File: src/rtl/ef_dac_seq_pkg.sv
// ef_dac_seq_pkg: shared types and width constants for the DAC sequencer.
// Holds the FSM state enum, timer width and width helper functions.
package ef_dac_seq_pkg;

    typedef enum logic {
        IDLE = 1'b0,
        RUN  = 1'b1
    } state_t;

    localparam int TMR_W = 16;

    function automatic int ptr_w(input int depth);
        return (depth > 1) ? $clog2(depth) : 1;
    endfunction

    function automatic int ch_w(input int nch);
        return (nch > 1) ? $clog2(nch) : 1;
    endfunction

endpackage

File: src/rtl/ef_dac_seq_fifo.sv
// ef_dac_seq_fifo: sample FIFO with occupancy count and synchronous flush.
// Ports: clk, rst_n, flush, push/wdata, pop/rdata, level, full, empty.
module ef_dac_seq_fifo
    import ef_dac_seq_pkg::*;
#(
    parameter int DW    = 10,
    parameter int DEPTH = 16
) (
    input  logic                       clk,
    input  logic                       rst_n,
    input  logic                       flush,
    input  logic                       push,
    input  logic [DW-1:0]              wdata,
    input  logic                       pop,
    output logic [DW-1:0]              rdata,
    output logic [ptr_w(DEPTH):0]      level,
    output logic                       full,
    output logic                       empty
);

    localparam int AW = ptr_w(DEPTH);
    localparam int LW = AW + 1;

    logic [DW-1:0] mem [DEPTH];
    logic [AW-1:0] wptr;
    logic [AW-1:0] rptr;
    logic          do_push;
    logic          do_pop;

    assign full    = (level == LW'(DEPTH));
    assign empty   = (level == '0);
    assign do_push = push && !full && !flush;
    assign do_pop  = pop && !empty && !flush;
    assign rdata   = mem[rptr];

    // DEPTH is a power of two, so pointers wrap naturally.
    always_ff @(posedge clk or negedge rst_n) begin
        if (!rst_n) begin
            wptr  <= '0;
            rptr  <= '0;
            level <= '0;
        end else if (flush) begin
            wptr  <= '0;
            rptr  <= '0;
            level <= '0;
        end else begin
            if (do_push) wptr <= wptr + AW'(1);
            if (do_pop)  rptr <= rptr + AW'(1);
            level <= level + LW'(do_push) - LW'(do_pop);
        end
    end

    always_ff @(posedge clk) begin
        if (do_push) mem[wptr] <= wdata;
    end

endmodule

File: src/rtl/ef_dac_seq.sv
// ef_dac_seq: timed DAC sample sequencer, round-robin over NCH channels.
// Ports: clk, rst_n, en, flush, period, wr_valid/wr_ready/wr_data, level,
//   dac_en, dac_data, dac_ch, dac_upd, underrun.
// Option EF_DAC_SEQ_STICKY_UR_EN adds ur_clr input and sticky ur_flag output.
module ef_dac_seq
    import ef_dac_seq_pkg::*;
#(
    parameter int DW    = 10,
    parameter int DEPTH = 16,
    parameter int NCH   = 1
) (
    input  logic                     clk,
    input  logic                     rst_n,
    input  logic                     en,
    input  logic                     flush,
    input  logic [TMR_W-1:0]         period,
    input  logic                     wr_valid,
    output logic                     wr_ready,
    input  logic [DW-1:0]            wr_data,
    output logic [ptr_w(DEPTH):0]    level,
    output logic                     dac_en,
    output logic [DW-1:0]            dac_data,
    output logic [ch_w(NCH)-1:0]     dac_ch,
    output logic                     dac_upd,
    output logic                     underrun
`ifdef EF_DAC_SEQ_STICKY_UR_EN
    ,
    input  logic                     ur_clr,
    output logic                     ur_flag
`endif
);

    localparam int CW = ch_w(NCH);

    state_t           state;
    logic [TMR_W-1:0] timer;
    logic [CW-1:0]    ch;
    logic [CW-1:0]    ch_nxt;
    logic [DW-1:0]    rdata;
    logic             full;
    logic             empty;
    logic             push;
    logic             pop;
    logic             tick;
    logic             ur_evt;

    assign wr_ready = !full;
    assign push     = wr_valid && wr_ready;
    // Tick is gated by en so the disabling cycle never pops.
    assign tick     = (state == RUN) && en && (timer == '0);
    // Emptiness is the pre-push view: a same-cycle push cannot be popped.
    assign pop      = tick && !empty && !flush;
    assign ur_evt   = tick && empty;
    assign ch_nxt   = (ch == CW'(NCH - 1)) ? '0 : ch + CW'(1);

    ef_dac_seq_fifo #(
        .DW    (DW),
        .DEPTH (DEPTH)
    ) u_fifo (
        .clk   (clk),
        .rst_n (rst_n),
        .flush (flush),
        .push  (push),
        .wdata (wr_data),
        .pop   (pop),
        .rdata (rdata),
        .level (level),
        .full  (full),
        .empty (empty)
    );

    always_ff @(posedge clk or negedge rst_n) begin
        if (!rst_n) begin
            state    <= IDLE;
            timer    <= '0;
            ch       <= '0;
            dac_en   <= 1'b0;
            dac_data <= '0;
            dac_ch   <= '0;
            dac_upd  <= 1'b0;
            underrun <= 1'b0;
        end else begin
            dac_en   <= en;
            dac_upd  <= 1'b0;
            underrun <= 1'b0;
            unique case (state)
                IDLE: begin
                    if (en) begin
                        state <= RUN;
                        timer <= period;
                    end
                end
                RUN: begin
                    if (!en) begin
                        state <= IDLE;
                        timer <= '0;
                        ch    <= '0;
                    end else if (timer == '0) begin
                        timer <= period;
                    end else begin
                        timer <= timer - TMR_W'(1);
                    end
                end
                default: state <= IDLE;
            endcase
            if (pop) begin
                dac_data <= rdata;
                dac_ch   <= ch;
                dac_upd  <= 1'b1;
                ch       <= ch_nxt;
            end
            if (ur_evt) underrun <= 1'b1;
        end
    end

`ifdef EF_DAC_SEQ_STICKY_UR_EN
    // Set has priority over clear.
    always_ff @(posedge clk or negedge rst_n) begin
        if (!rst_n) begin
            ur_flag <= 1'b0;
        end else if (ur_evt) begin
            ur_flag <= 1'b1;
        end else if (ur_clr) begin
            ur_flag <= 1'b0;
        end
    end
`endif

endmodule

File: config.mk
export PLATFORM = sky130hd
export DESIGN_NAME = ef_dac_seq
export DESIGN_NICKNAME = d
export VERILOG_FILES = /design/src/rtl/ef_dac_seq_pkg.sv /design/src/rtl/ef_dac_seq_fifo.sv /design/src/rtl/ef_dac_seq.sv
export SDC_FILE = /design/constraint.sdc
export NUM_CORES = 1
export LEC_CHECK = 0
export ABC_AREA = 1
export BUFFER_PORTS_ARGS = -buffer_cell sky130_fd_sc_hd__buf_2
export CAP_MARGIN = 20
export CORE_MARGIN = 2
export CORE_UTILIZATION = 45
export DETAILED_ROUTE_END_ITERATION = 10
export GPL_ROUTABILITY_DRIVEN = 0
export GPL_TIMING_DRIVEN = 0
export PLACE_DENSITY = 0.65
export REMOVE_ABC_BUFFERS = 1
export SLEW_MARGIN = 20
export SYNTH_ARGS = -nofsm -noshare
export SYNTH_HDL_FRONTEND = slang
export SYNTH_SLANG_ARGS = --single-unit
export TNS_END_PERCENT = 20
File: constraint.sdc
create_clock -name clk -period 2.65 [get_ports clk]
set_input_delay 0.265 -clock clk [delete_from_list [all_inputs] [get_ports clk]]
set_output_delay 0.265 -clock clk [all_outputs]
set_load 0.02 [all_outputs]
==> flow_metrics.tcl, run 1 <==
set metrics [dict create \
    p_int_uw 5640 \
    port_buffers 49 \
    vias 6312 \
    cts_tree "yes" \
    vias_per_cell 5.19 \
    grt_max_degree 82 \
    setup_slack_ps 59.0 \
    finalHoldViolCount 0 \
    yosysUniqueCellTypes 33 \
    sw_frac_of_total_pct 22.6 \
    fmaxAchievable_mhz 386 \
    totalPowerFinal_uw 7290 \
    power_frac_comb_pct 7.8 \
    wirelength_microns 19700 \
    synth_area_leaders "edfxtp_1, dfrtp_1, nor2_1" \
    worstSkewPairLatency_ps 500 \
    report.final.slew_viol_count 0 \
    grtUsageTotal_pct 18.5 \
    grt_setup_unrepaired "true" \
    setup_viol 0 \
    syn_inst 885 \
    grt_pass1_vias 6087 \
    multi_input_area_sq_mm 0.00287 \
    fin_crit_sh_pct 97.8 \
    start_util_pct 46.1 \
    vdd_ir_drop_max_mv 0.504 \
    synth-seq-cells 202 \
    numCtsBuffers 22 \
    maxCapViolCount 0 \
    yosys-top-cells-count "nor2_1, edfxtp_1, nand2_1, o21ai_0, nand3_1" \
    grt_pass1_wl_microns 31400 \
    busiest_layer "met2" \
    skew_ps 11.1 \
    seqPwrFrac_pct 49.0 \
    fin_tns_setup_ps 0 \
    grt_overflow 0 \
    post-place-ws_ps -200 \
    p_sw_uw 1650 \
    ff_latch_area_sq_mm 0.00586 \
    hp-class "in2reg" \
    fp.dieW_microns 146 \
    placed_area_sq_mm 0.00951 \
    status "finished, final reports clean" \
    synth_area_sq_mm 0.00903 \
    worst_pin_slew_ps 1070 \
    die_area_sq_mm 0.0212 \
    final_nets 980 \
    fp-row-count 51 \
    start_kind "register" \
    place_inst 1164 \
    finalWorstPathRequiredPeriod_ps 2590 \
    post-route-drc-count 0 \
    synth.most_common_cell "nor2_1" \
    worstPathArrival_ps 3020 \
    yosysWarnings 0 \
    diodes 0 \
    syn_to_final_growth_pct 15.3 \
    clkPwrFrac_pct 43.1 \
    crit_path_end_kind "register" \
    clk_pin_slew_ps 60 \
    worst-path-max-fanout 3 \
    antenna_found_initial 0 \
    synth_edf_count 160 \
    drt_iter0_drc 412 \
    synthArstFlopShare_pct 20.8 \
    root_buffer "clkbuf_16" \
    clock_tree.buffer_depth 3 \
    leakage_uw 0.00417 \
    wl_per_cell_microns 16.2 \
    ys_seq_area_share_pct 64.8 \
    antenna_left 0 \
    ys.flop_type "edfxtp_1" \
    critPathKind "reg2reg" \
    met2_usage_pct 30.7 \
    finish.instance_area_sq_mm 0.0104 \
    slew_headroom_pct 28.6 \
    hpwl_microns 11900 \
    final_layout_size_suffix_gt1_share_pct 14.2 \
    final.fill_count 1737 \
    coreArea_sq_mm 0.0196 \
    required_ps 3070 \
    stdcell_count 1216 \
    dr.pass1.iters 5 \
    ioPinCount 51 \
    met1_usage_pct 25.8 \
    met3_usage_pct 2.26 \
    yosysTopAreaCell "edfxtp_1" \
    powerDensity_mw_per_mm2 701 \
    h-tree-depth 1 \
    syn_avg_cell_area_sq_um 10.2 \
    cts_sinks 202 \
    die_h_microns 146 \
    synth_top_area_share_pct 53.2 \
]
## final timing paths
| path | cells past startpoint | slack, ps | start | to |
|---|---|---|---|---|
| worst min register to register | 2 | 470 | dac_data[5]$_DFFE_PN0N_ | dac_data[5]$_DFFE_PN0N_ |
| worst min-delay path | 3 | 10 | period[3] | timer[3]$_DFFE_PN0P_ |
| worst max-delay path | 16 | 60 | u_fifo.level[2]$_DFF_PN0_ | u_fifo.level[4]$_DFF_PN0_ |
| min in group asynchronous | 2 | 300 | rst_n | dac_data[1]$_DFFE_PN0N_ |
| worst max register to register | 16 | 60 | u_fifo.level[2]$_DFF_PN0_ | u_fifo.level[4]$_DFF_PN0_ |
| max in group asynchronous | 2 | 1900 | rst_n | u_fifo.rptr[0]$_DFFE_PN0P_ |
## power by group through the flow
stage	Clock, uW	Sequential (uW)	Combinational [uW]
final	3150	3580	572
after floorplan	0	3650	336
after CTS	3180	3570	566
after global placement	0	3640	526
after detailed placement	0	3640	541
after global routing	3320	3580	651
## final cells by class
| cell class | instances | area share, % |
|---|---|---|
| clock buffer | 33 | 6.07 |
| clock inverter | 7 | 1.18 |
| inverter | 41 | 1.50 |
| multi-input combinational | 603 | 27.5 |
| sequential | 202 | 56.3 |
| tap | 265 | 3.19 |
| timing repair buffer | 65 | 4.22 |
## stage by stage
stage	utilization (%)	hold slack, ps
2_1_floorplan	-	-30.6
3_3_place_gp	48.0	418
3_5_place_dp	48.5	418
4_1_cts	52.9	11.8
5_1_grt	53.1	40.6
6_report	53.1	14.7
## routing by layer
layer / up-vias / routed length [microns]
li1: 3088 / -
met1: 3018 / 8900
met2: 170 / 9300
met3: 36 / 1070
met4: 0 / 413
met5: - / 0
## repair_timing
item                       in CTS  in global routing
setup endpoints to repair       1                 30
hold buffers                    6                  0
pin swaps                       4                  2
resized for setup               3                  7
buffers inserted                4                  2
hold endpoints to repair       47                  0
## critical path, stage by stage, from the launching register on
cell and delay, ps:
dfrtp_1 380, inv_1 80, ha_1 210, nand4_1 150, nand4_4 140, nor2_4 140, ha_1 230, inv_1 60
ha_1 160, inv_1 50, fa_1 350, inv_1 80, nand2_1 60, a21oi_2 120, nor2_1 60, xor2_1 140
nor2_1 110
## state kept, by name, indices dropped and copies added, names as in the netlist
register	cells
dac_data	10
underrun	1
u_fifo.wptr	4
dac_en	1
dac_upd	1
u_fifo.rptr	4
u_fifo.mem	160
timer	16
u_fifo.level	5
## kinds of logic after synthesis
logic type / synth area share, %
simple gates: 23.0
flops: 64.8
compound gates: 5.72
buf+inv: 3.91
fa+ha+maj: 2.02
xor+xnor: 0.485
other cells: 0.0415
## cell usage in the layout, fill, tap and decap left out, types with 2 or more instances in the layout
cell type / count
bufinv_16: 3
o31ai_1: 2
dfrtp_1: 38
nor2_8: 2
edfxtp_1: 160
nor3_1: 4
o21ai_0: 90
clkinv_1: 3
nor2_4: 4
clkbuf_1: 7
clkbuf_8: 4
nor2_2: 15
nand3_1: 87
nand3b_1: 2
inv_2: 5
xnor2_1: 2
nand2_4: 4
inv_1: 33
dlygate4sd3_1: 6
clkbuf_16: 22
ha_1: 12
nor2_1: 200
buf_2: 48
dfrtp_2: 3
xor2_1: 3
nand2_1: 153
buf_4: 7
nand4_1: 3
a21oi_1: 8
buf_16: 2
nand2_2: 4
Note: power is estimated with default switching activity, not from simulation.
==> run 2: changes to the inputs <==
Settings changed: PLACE_DENSITY 0.65 to unset, PLACE_DENSITY_LB_ADDON set to 0.12.
==> run 2 against run 1 <==
Setup slack gained 60 ps. Utilization barely moved. Largest cell class unchanged. Highest routed layer unchanged. Largest power group unchanged. Register-to-register slack better by 60 ps. Clock power shrank 2%. Routed wire length increased by 6.2%. Count of clock-buffer cells in the layout is 2 lower. Final cell count up 0.33%. Sequential share of layout area fell by 0.059 points. Critical endpoint unchanged.
==> flow_metrics.tcl, run 2 (synthesis results as in run 1) <==
set metrics [dict create \
    status "finished, final reports clean" \
    grt_setup_unrepaired "true" \
    stdcell_count 1220 \
    ioPinCount 51 \
    fp.dieW_microns 146 \
    crit_start "u_fifo.level[2]$_DFF_PN0_" \
    max_stage_delay_ps 390 \
    hold-path-endpoint "timer[1]$_DFFE_PN0P_" \
    fin_hold_ws_ps 15.6 \
    cpMostUsedCell "inv_1" \
    skew_ps 21.4 \
    vdd_ir_drop_max_mv 0.471 \
    antenna_left 0 \
    cts_tree "yes" \
    root_buffer "clkbuf_16" \
    hpwl_microns 12300 \
    die_area_sq_mm 0.0212 \
    finalHoldViolCount 0 \
    final.fill_count 1743 \
    place_inst 1164 \
    timing.rr.end "u_fifo.level[4]$_DFF_PN0_" \
    grtUsageTotal_pct 19.8 \
    clock_tree.buffer_depth 3 \
    required_ps 3050 \
    layout_commonest_cell "nor2_1" \
    vias_per_cell 5.05 \
    syn_to_final_growth_pct 15.3 \
    top_regs "u_fifo.mem (160), timer (16), dac_data (10)" \
    final_cell_mix "nor2_1, edfxtp_1, nand2_1, o21ai_0, nand3_1" \
    ff2ff_setup_slack_ps 120 \
    min_from "period[1]" \
    start_util_pct 46.1 \
    regMostFlops "u_fifo.mem" \
    diodes 0 \
    critPathKind "reg2reg" \
    grt_pass1_vias 5933 \
    h-tree-depth 1 \
    maxCapViolCount 0 \
    worst-path-max-fanout 3 \
    wl_per_cell_microns 17.1 \
    worst_pin_slew_ps 1130 \
    final_nets 983 \
    cts_sinks 202 \
    grt_overflow 0 \
    grt_max_degree 82 \
    cp_top_family "adder cells" \
    crit_slowest_cell "dfrtp_1" \
    holdPathStages 3 \
    fp-row-count 51 \
    worstSkewPairLatency_ps 520 \
    port_buffers 49 \
    coreArea_sq_mm 0.0196 \
    r2r_cells 16 \
    powerDensity_mw_per_mm2 697 \
    worstPathArrival_ps 2930 \
    crit_path_end_kind "register" \
    post-route-drc-count 0 \
    r2r-start "u_fifo.level[2]$_DFF_PN0_" \
    dr.pass1.iters 7 \
    report.final.slew_viol_count 0 \
    largest_reg_flops 160 \
    final_layout_size_suffix_gt1_share_pct 15.0 \
    drt_iter0_drc 445 \
    hp-class "in2reg" \
    fmaxAchievable_mhz 395 \
    vias 6167 \
    wirelength_microns 20900 \
    leakage_uw 0.00417 \
    slew_headroom_pct 24.1 \
    critPathBufInv 4 \
    numCtsBuffers 23 \
    crit_chain "inv_1, ha_1, nand4_1, nand4_4, nor2_4, ha_1, inv_1, ha_2, inv_1, fa_2, inv_2, nand2_1, a21oi_2, nor2_1, xor2_1, nor2_1" \
    die_h_microns 146 \
    antenna_found_initial 1 \
    grt_pass1_wl_microns 32900 \
    finalWorstPathRequiredPeriod_ps 2530 \
    start_kind "register" \
    setup_viol 0 \
    clk_pin_slew_ps 60 \
    fin_crit_sh_pct 95.5 \
]
-- run 2: cell types whose count changed in the layout (fill, tap and decap cells not counted), sizes merged --
cell / delta
clkinv: +4
buf: +3
clkbuf: -2
bufinv: -1
dlygate4sd3: -1
inv: +1
-- run 2: stage by stage --
stage               util [%]  power (uW)  worst slack [ps]  area, sq um  TNS, ps
floorplan                  -        3980              -801         8830    -8420
global placement        48.0        4170             -3560         9410   -39340
detailed placement      48.5        4170              -191         9500     -191
CTS                     52.7        7280              3.39        10300        0
global route            53.2        7530             -62.3        10400    -62.3
finish                  53.2        7270               119        10400        0
-- run 2: worst max-delay path by stage --
stage	end	slack [ps]	cells past startpoint
after detailed placement	u_fifo.level[4]$_DFF_PN0_	-190	17
after floorplan	dac_data[0]$_DFFE_PN0N_	-800	7
after global placement	dac_data[3]$_DFFE_PN0N_	-3560	7
after global routing	u_fifo.level[4]$_DFF_PN0_	-60	16
final	u_fifo.level[4]$_DFF_PN0_	120	16
after CTS	u_fifo.level[4]$_DFF_PN0_	3	16
-- run 2: worst reg2reg max path: stages, from the launching register on --
cell and delay (ps):
dfrtp_1 390, inv_1 90, ha_1 170, nand4_1 210
nand4_4 150, nor2_4 50, ha_1 260, inv_1 60
ha_2 160, inv_1 50, fa_2 330, inv_2 80
nand2_1 60, a21oi_2 130, nor2_1 60, xor2_1 130
nor2_1 50
-- run 2: area by class of cell --
type / instances / area (sq um) / area share, %
flip-flops and latches: 202 / 5860 / 56.3
multi-input cells: 603 / 2880 / 27.6
clock buffers: 31 / 636 / 6.10
repair buffers: 67 / 444 / 4.26
well taps: 265 / 332 / 3.18
inverters: 41 / 159 / 1.53
clock inverters: 11 / 106 / 1.02
-- run 2: where the power goes --
group	internal [uW]	switching [uW]
logic	203	383
registers	3510	64.5
clock network	1870	1230
total	5590	1680
-- run 2: what timing repair did --
item / CTS / global route
resized for setup: 4 / 10
hold buffers: 5 / 0
pin swaps: 4 / 3
endpoints found under the hold margin: 28 / 0
buffers inserted: 3 / 5
endpoints found under the setup margin: 2 / 31
-- run 2: routing by layer --
layer  part of all wire [%]  track usage [%]  up-vias
met5                      0                0        -
met4                    1.5             4.46        0
met3                    4.8             2.66       28
met2                     47             32.1      140
met1                     46             28.7     2894
li1                       -                -     3105
